## src/rtl/fetch_stage_pkg.sv

```systemverilog
// Shared pipeline types for the fetch stage and the IF/ID boundary.
// The if_id_t struct is also consumed by the decode stage.
package fetch_stage_pkg;

  typedef enum logic [1:0] {
    REQ,
    WAIT,
    HOLD,
    DROP
  } fetch_state_t;

  typedef struct packed {
    logic        valid;
    logic [31:0] instr;
    logic [31:0] pc;
    logic [31:0] pc4;
  } if_id_t;

  localparam logic [31:0] NOP_INSTR_DEFAULT = 32'h0000_0000;
  localparam logic [31:0] RESET_PC_DEFAULT  = 32'h0000_0000;

  function automatic logic [31:0] word_align(input logic [31:0] addr);
    return {addr[31:2], 2'b00};
  endfunction

endpackage

```

## src/rtl/fetch_stage_if.sv

```systemverilog
// Instruction-memory request/response bus between the fetch stage and memory.
interface fetch_stage_if;

  logic        imem_req;
  logic [31:0] imem_addr;
  logic        imem_gnt;
  logic        imem_valid;
  logic [31:0] imem_rdata;

  modport master (
    output imem_req,
    output imem_addr,
    input  imem_gnt,
    input  imem_valid,
    input  imem_rdata
  );

  modport slave (
    input  imem_req,
    input  imem_addr,
    output imem_gnt,
    output imem_valid,
    output imem_rdata
  );

endinterface

```

## src/rtl/fetch_stage_if_id_reg.sv

```systemverilog
// IF/ID pipeline register with flush, load and hold controls (flush wins).
// With neither load nor hold the held instruction is consumed and valid drops.
module fetch_stage_if_id_reg
  import fetch_stage_pkg::*;
#(
  parameter logic [31:0] NOP_INSTR = NOP_INSTR_DEFAULT
) (
  input  logic   clk,
  input  logic   rst_n,
  input  logic   flush,
  input  logic   load,
  input  logic   hold,
  input  if_id_t load_data,
  output if_id_t q
);

  always_ff @(posedge clk or negedge rst_n) begin
    if (!rst_n) begin
      q.valid <= 1'b0;
      q.instr <= NOP_INSTR;
      q.pc    <= 32'h0;
      q.pc4   <= 32'h0;
    end else if (flush) begin
      q.valid <= 1'b0;
      q.instr <= NOP_INSTR;
    end else if (load) begin
      q <= load_data;
    end else if (!hold) begin
      q.valid <= 1'b0;
    end
  end

endmodule

```

## src/rtl/fetch_stage.sv

```systemverilog
// Instruction fetch: PC, single-outstanding imem requests, skid buffer and IF/ID fill.
// All bus and IF/ID outputs come straight from registers.
module fetch_stage
  import fetch_stage_pkg::*;
#(
  parameter logic [31:0] RESET_PC  = RESET_PC_DEFAULT,
  parameter logic [31:0] NOP_INSTR = NOP_INSTR_DEFAULT
) (
  input  logic                 clk,
  input  logic                 rst_n,
  input  logic                 branch,
  input  logic [31:0]          branch_addr,
  input  logic                 stall,
  fetch_stage_if.master        imem,
  output logic                 if_id_valid,
  output logic [31:0]          if_id_instr,
  output logic [31:0]          if_id_pc,
  output logic [31:0]          if_id_pc4
);

  fetch_state_t state_q, state_d;
  logic [31:0]  pc_q, pc_d;
  logic         req_q, req_d;
  logic [31:0]  skid_instr_q, skid_instr_d;
  logic [31:0]  skid_pc_q, skid_pc_d;
  logic         gnt_ok;
  logic         load;
  if_id_t       load_data;
  if_id_t       if_id_q;

  // req_q is low in the first cycle after reset, so a grant there is ignored
  assign gnt_ok = req_q & imem.imem_gnt;

  always_comb begin
    state_d      = state_q;
    pc_d         = pc_q;
    skid_instr_d = skid_instr_q;
    skid_pc_d    = skid_pc_q;
    load         = 1'b0;
    load_data    = '0;

    unique case (state_q)
      REQ: begin
        if (gnt_ok) state_d = WAIT;
      end
      WAIT: begin
        if (imem.imem_valid) begin
          if (!stall || !if_id_q.valid) begin
            load      = 1'b1;
            load_data = '{valid: 1'b1, instr: imem.imem_rdata, pc: pc_q, pc4: pc_q + 32'd4};
            pc_d      = pc_q + 32'd4;
            state_d   = REQ;
          end else begin
            skid_instr_d = imem.imem_rdata;
            skid_pc_d    = pc_q;
            state_d      = HOLD;
          end
        end
      end
      HOLD: begin
        if (!stall) begin
          load      = 1'b1;
          load_data = '{valid: 1'b1, instr: skid_instr_q, pc: skid_pc_q,
                        pc4: skid_pc_q + 32'd4};
          pc_d      = pc_q + 32'd4;
          state_d   = REQ;
        end
      end
      DROP: begin
        if (imem.imem_valid) state_d = REQ;
      end
      default: state_d = REQ;
    endcase

    // Redirect overrides everything; only the outstanding-request bookkeeping survives
    if (branch) begin
      load         = 1'b0;
      pc_d         = word_align(branch_addr);
      skid_instr_d = 32'h0;
      skid_pc_d    = 32'h0;
      unique case (state_q)
        REQ:     state_d = gnt_ok ? DROP : REQ;
        WAIT:    state_d = imem.imem_valid ? REQ : DROP;
        HOLD:    state_d = REQ;
        DROP:    state_d = imem.imem_valid ? REQ : DROP;
        default: state_d = REQ;
      endcase
    end

    req_d = (state_d == REQ);
  end

  always_ff @(posedge clk or negedge rst_n) begin
    if (!rst_n) begin
      state_q      <= REQ;
      pc_q         <= RESET_PC;
      req_q        <= 1'b0;
      skid_instr_q <= 32'h0;
      skid_pc_q    <= 32'h0;
    end else begin
      state_q      <= state_d;
      pc_q         <= pc_d;
      req_q        <= req_d;
      skid_instr_q <= skid_instr_d;
      skid_pc_q    <= skid_pc_d;
    end
  end

  fetch_stage_if_id_reg #(
    .NOP_INSTR (NOP_INSTR)
  ) u_if_id_reg (
    .clk       (clk),
    .rst_n     (rst_n),
    .flush     (branch),
    .load      (load),
    .hold      (stall),
    .load_data (load_data),
    .q         (if_id_q)
  );

  assign imem.imem_req  = req_q;
  assign imem.imem_addr = pc_q;
  assign if_id_valid    = if_id_q.valid;
  assign if_id_instr    = if_id_q.instr;
  assign if_id_pc       = if_id_q.pc;
  assign if_id_pc4      = if_id_q.pc4;

endmodule

```

## src/flat_wrapper.sv

```systemverilog
// flat-port wrapper written by rule: the top's interface ports become plain ports
module fetch_stage_flat import fetch_stage_pkg::*;
#(
  parameter logic [31:0] RESET_PC  = RESET_PC_DEFAULT,
  parameter logic [31:0] NOP_INSTR = NOP_INSTR_DEFAULT
)
  (clk, rst_n, branch, branch_addr, stall, if_id_valid, if_id_instr, if_id_pc, if_id_pc4, imem_imem_req, imem_imem_addr, imem_imem_gnt, imem_imem_valid, imem_imem_rdata);
  fetch_stage_if imem_i ();
  input  logic clk;
  input  logic rst_n;
  input  logic branch;
  input  logic [31:0] branch_addr;
  input  logic stall;
  output logic if_id_valid;
  output logic [31:0] if_id_instr;
  output logic [31:0] if_id_pc;
  output logic [31:0] if_id_pc4;
  output wire logic [$bits(imem_i.imem_req)-1:0] imem_imem_req;
  output wire logic [$bits(imem_i.imem_addr)-1:0] imem_imem_addr;
  input wire logic [$bits(imem_i.imem_gnt)-1:0] imem_imem_gnt;
  input wire logic [$bits(imem_i.imem_valid)-1:0] imem_imem_valid;
  input wire logic [$bits(imem_i.imem_rdata)-1:0] imem_imem_rdata;
  assign imem_imem_req = imem_i.imem_req;
  assign imem_imem_addr = imem_i.imem_addr;
  assign imem_i.imem_gnt = imem_imem_gnt;
  assign imem_i.imem_valid = imem_imem_valid;
  assign imem_i.imem_rdata = imem_imem_rdata;
  fetch_stage #(.RESET_PC(RESET_PC), .NOP_INSTR(NOP_INSTR)) u_core (.clk(clk), .rst_n(rst_n), .branch(branch), .branch_addr(branch_addr), .stall(stall), .imem(imem_i), .if_id_valid(if_id_valid), .if_id_instr(if_id_instr), .if_id_pc(if_id_pc), .if_id_pc4(if_id_pc4));
endmodule
```

## config.mk

```make
export PLATFORM = sky130hd
export DESIGN_NAME = fetch_stage_flat
export DESIGN_NICKNAME = d
export VERILOG_FILES = /design/src/rtl/fetch_stage_pkg.sv /design/src/rtl/fetch_stage_if.sv /design/src/rtl/fetch_stage_if_id_reg.sv /design/src/rtl/fetch_stage.sv /design/src/flat_wrapper.sv
export SDC_FILE = /design/constraint.sdc
export NUM_CORES = 1
export LEC_CHECK = 0
export CORE_AREA = 2 2 159 161
export DETAILED_ROUTE_END_ITERATION = 8
export DIE_AREA = 0 0 161 163
export SYNTH_ARGS = -nofsm -noshare
export SYNTH_HDL_FRONTEND = slang
export SYNTH_SLANG_ARGS = --single-unit
```

## constraint.sdc

```tcl
create_clock -name clk -period 6.4 [get_ports clk]
set_input_delay 1.28 -clock clk [delete_from_list [all_inputs] [get_ports clk]]
set_output_delay 1.28 -clock clk [all_outputs]
set_load 0.05 [all_outputs]
```

== Word level (Yosys, flattened, before mapping) ==
Index checks and enable logic that the tools add are counted.
W data, S select, Z words.
Cells by class
  add/sub/neg operators: 2
  eq/ne operators: 8
  mux-type cells: 36
  bitwise logic cells: 2
  reductions and logical operators: 13
Operators with widths (number)
  $mux W32: 12
  $mux W97: 3
  $pmux W97 S2: 1
  $mux W96: 1
  $add A32 B3 Y32 const B: 2
  $pmux W32 S2: 1
  $mux W33: 1
  $mux W2: 8
  $pmux W2 S4: 1
  $mux W1: 6
  $ne A3 B2 Y1 const B: 2
  $ne A3 B3 Y1 const B: 2
  $pmux W2 S3: 1
  $reduce_bool A2 Y1: 3
  $eq A2 B2 Y1 const B: 2
  $logic_not A2 Y1: 2
  $reduce_and A4 Y1: 1
  $reduce_and A3 Y1: 1
  $reduce_bool A3 Y1: 1
  $eq A2 B1 Y1 const B: 1
  $logic_not A1 Y1: 2
  $ne A2 B2 Y1 const B: 1
  $pmux W1 S2: 1
  $reduce_and A2 Y1: 1
  4 further kinds: 4
Word-level totals
  register bits: 196
  bits of input ports: 70
  output and inout port bits: 130
  word-level logic and storage cells: 70

== Depth between registers and ports, before layout ==
  word-level depth: 8
  mapped depth: 9
  gate-level depth less buffers: 7

== By module ==
Synthesis repeated with hierarchy kept, for this count alone.
Unflattened totals
  cell total of the unflattened synthesis: 1027
  area, all modules: 10446.3 sq um
By module, submodules not included
  fetch_stage: times used 1, cells each 784, area each 6512.5 sq um, sequential area each 2402.3 sq um
  fetch_stage_if_id_reg: times used 1, cells each 243, area each 3933.8 sq um, sequential area each 2427.3 sq um

== Worst setup path after synthesis ==
Ideal clock, no wire load.
  path type: in2reg
  start point: input stall
  end point: register u_core.u_if_id_reg.q[6] in the netlist's numbering
  library setup time: 0.083 ns
  arrival: 2.600 ns
  required time: 6.317 ns
  slack: 3.717 ns
  stages on the path: 8
  path buffers: 4
  path through: buf_2 nor2b_1 clkbuf_1 o21ai_0 clkbuf_1 clkbuf_1 nand2_1 o21ai_0
On the way
  longest elaborated chain between the ends: 7
  elaborated cells on any way between the ends: 12
  those cells by class: mux: 9; reduce/logical: 3
RTL lines
  start, declared: line flat_wrapper.sv:13  | input logic stall;
  $logic_not A1 Y1: line fetch_stage.sv:48  | if (!stall || !if_id_q.valid) begin
  $logic_or A1 B1 Y1: line fetch_stage.sv:48
  $mux W1: line fetch_stage.sv:48
  $mux W1: line fetch_stage.sv:47  | if (imem.imem_valid) begin
  $pmux W1 S2: line fetch_stage.sv:42  | unique case (state_q)
  $mux W1: line fetch_stage.sv:76  | if (branch) begin
  $reduce_and A2 Y1 (no source line)
  end signal, assigned: line fetch_stage_if_id_reg.sv:27  | q <= load_data;
  end, declared: line fetch_stage_if_id_reg.sv:14  | output if_id_t q
Parallel ways exist; a longest one is shown, timed or not.
A chain may end at the register's enable or synchronous reset.

== Worst setup path after layout ==
  start point: input imem_imem_valid
  end point: register u_core.u_if_id_reg.q[24] in the netlist's numbering
On the way
  longest elaborated chain between the ends: 4
  elaborated cells on any way between the ends: 6
  those cells by class: mux: 5; reduce/logical: 1
RTL lines
  start, declared: line flat_wrapper.sv:21  | input wire logic [$bits(imem_i.imem_valid)-1:0] imem_imem_valid;
  $mux W1: line fetch_stage.sv:47
  $pmux W1 S2: line fetch_stage.sv:42
  $mux W1: line fetch_stage.sv:76
  $reduce_and A2 Y1 (no source line)
Parallel ways exist; a longest one is shown, timed or not.

==> reports/metrics.csv <==
metric;value;unit
place_congestion;0.875;
synth_top_area_share;49.2;%
grt_pass1_wl;47300;um
drv_cap;0;
tightest_slew;0.963;ns
synth_area_leaders;dfrtp_1 49%, nand2_1 9.2%, a22oi_1 5.7%;
fin_ws;2.75;ns
cts-root-buf;clkbuf_16;
antenna_found_initial;2;
fin_setup_tns;0;ns
p_leak;4.72;nW
power_frac_comb;33.3;%
synthFlopType;dfrtp_1;
preCtsSetupSlack;2.33;ns
rows;58;
numCtsBuffers;17;
seq_area_frac_synth;49.2;%
max_freq;274;MHz
yosysMostFrequentCell;nand2_1;
timing.final.crit_share;57.0;%
die_h;163;um
boundaryPins;200;
grt_max_degree;91;
ys.warnings.count;0;
synthTopCellsByCount;236 x nand2_1, 190 x dfrtp_1, 78 x o21ai_0;
cp-startpoint;imem_imem_valid;
yosys.area.top_type;dfrtp_1;
worstHoldPathCells;2;
holdBufCountCts;0;
worst_hold_path.endpoint;u_core.u_if_id_reg.q[60];
p_int;2.35;mW
dp.cells;1485;
ff2ff_path_depth;7;
clk_latency;0.44;ns
setup_viol;0;
critical_path_class;in2reg;
cp-end-kind;flop;
seqPwrFrac;37.5;%
ctsLongestPathBuffers;2;
syn_inst;1051;
ctsResizeCount;0;
grt_pass1_vias;8226;
fillCellCount;2325;
initial_core_util;39.2;%
rsz0062_at_grt;false;
required;6.78;ns
routedWlPerCell;19.6;um
syn_avg_cell_area;9.20;um2
finalHoldViolCount;0;
hp-class;reg2reg;
area_growth;27.6;%
slew_viol_final;0;
reg2reg_to;u_core.u_if_id_reg.q[24];
fp.dieW;161;um
reg2reg_slack;3.29;ns
min-delay-start;u_core.u_if_id_reg.q[60];
power.share.clock;29.2;%
ys_types;56;
overflow;0;
post_cts_buffers;0;
ys_ff_latch;190;
period_needed;3.65;ns
clkTransAtPathRegs;0.08;ns
peakVddDrop;0.231;mV
cp_max_fo;30;
drc;0;
switching_share;40.6;%
fin_skew;0.0123;ns
ys_async_sr_fraction;100;%
synth_area;9670;um2
cts_tree;built;
power_switching;1.61;mW
synth_edf_count;0;
vias_per_cell;5.57;
dp_hpwl;19800;um
ant_nets;0;
start_kind;input port;
numPortBuffers;195;
grt_use_total;22.9;%
core-area;24700;um2
first_pass_iters;8;
crit_arrival;4.03;ns
die-area;26200;um2
cts_sinks;190;
drive_gt1_share;5.90;%
holdWs;0.479;ns
drt_iter0_markers;728;
final_cells;1518;
wirelength;29700;um
slew_headroom;35.8;%
outcome;finished clean;
power_density;322;nW/um2
h-tree-depth;4;
dr_total_vias;8448;
power;3.97;mW
rr_startpoint;u_core.state_q[1];
nets;1250;
-- per-layer routing --
metal  wire length [um]  track usage, %  part of all wire, %  up-vias
li1                   -               -                    -     3950
met1              13100            32.0                   44     4163
met2              13800            35.5                   47      293
met3               2260            6.24                  7.6       40
met4                507            5.48                  1.7        2
met5                 13               0                0.044        -
-- critical path: stages --
cell             delay (ns)
clkdlybuf4s50_1        0.52
nand2_1                0.19
a21oi_4                0.76
nand2_1                0.64
nor3_1                 0.47
a221o_1                0.16
-- stage by stage --
step                utilization, %  area [um2]
floorplan                        -        9670
CTS                           50.0       12300
detailed placement            47.4       11700
finish                        50.0       12300
global route                  50.0       12300
global placement              47.4       11700
-- layout by cell type (no fill, tap or decap), drive strengths merged, types with 2 or more instances in the layout --
cell,count
nor2,19
a22o,2
dfrtp,190
conb,2
clkbuf,18
o22a,2
and2,4
o211ai,5
nand4,22
a21oi,72
and4,7
xnor2,38
nor3,16
o31ai,3
or4,3
bufinv,2
clkinv,7
a22oi,73
nor2b,2
ha,6
o21ai,78
inv,12
nand2,236
a221o,7
buf,14
nor4,14
o22ai,3
or3,9
nand3,29
clkdlybuf4s50,193
xor2,38
o2bb2ai,32
and3,11
nand4b,2
o221ai,6
-- flip-flops by register name, indices dropped and copies added (netlist names) --
name and cells:
u_core.u_if_id_reg.q 94, u_core.imem.imem_addr 30, u_core.imem.imem_req 1, u_core.skid_pc_q 31, u_core.state_q 2, u_core.skid_instr_q 32
-- worst max path at each step --
| stage | to | slack, ns | depth (start not counted) |
|---|---|---|---|
| 5_1_grt | u_core.u_if_id_reg.q[24] | 2.60 | 6 |
| 3_5_place_dp | u_core.u_if_id_reg.q[24] | 2.33 | 6 |
| 4_1_cts | u_core.u_if_id_reg.q[24] | 2.79 | 6 |
| 3_3_place_gp | u_core.u_if_id_reg.q[24] | 2.34 | 6 |
| 6_report | u_core.u_if_id_reg.q[24] | 2.75 | 6 |
| 2_1_floorplan | u_core.u_if_id_reg.q[6] | 3.72 | 8 |
-- cell type report --
| type | instances | area (um2) | share of cell area (%) |
|---|---|---|---|
| clock inverter | 15 | 221 | 1.80 |
| clock buffer | 17 | 425 | 3.45 |
| antenna | 1 | 2.50 | 0.0203 |
| sequential | 190 | 4750 | 38.5 |
| multi-input combinational | 751 | 4450 | 36.0 |
| inverter | 6 | 22.5 | 0.183 |
| timing repair buffer | 208 | 2050 | 16.6 |
| tap | 330 | 413 | 3.35 |
-- power groups by stage --
stage	registers [mW]	logic [mW]	clock network, mW
5_1_grt	1.51	1.41	1.23
6_report	1.49	1.32	1.16
3_3_place_gp	1.51	1.32	0
3_5_place_dp	1.51	1.33	0
4_1_cts	1.49	1.33	1.18
2_1_floorplan	1.90	0.416	0
-- cell families (layout without fill, tap and decap cells) --
logic type / Yosys count / after routing / share of synthesized area (%)
buffers and inverters: 111 / 246 / 5.26
adder cells (fa/ha/maj): 6 / 6 / 0.777
AO/OA/AOI/OAI: 289 / 289 / 19.5
other: 1 / 3 / 0.0388
XOR/XNOR: 76 / 76 / 6.89
AND/OR/NAND/NOR: 377 / 377 / 18.3
flip-flops: 190 / 190 / 49.2
multiplexers: 1 / 1 / 0.104
Power figures use the tool's default switching activity.
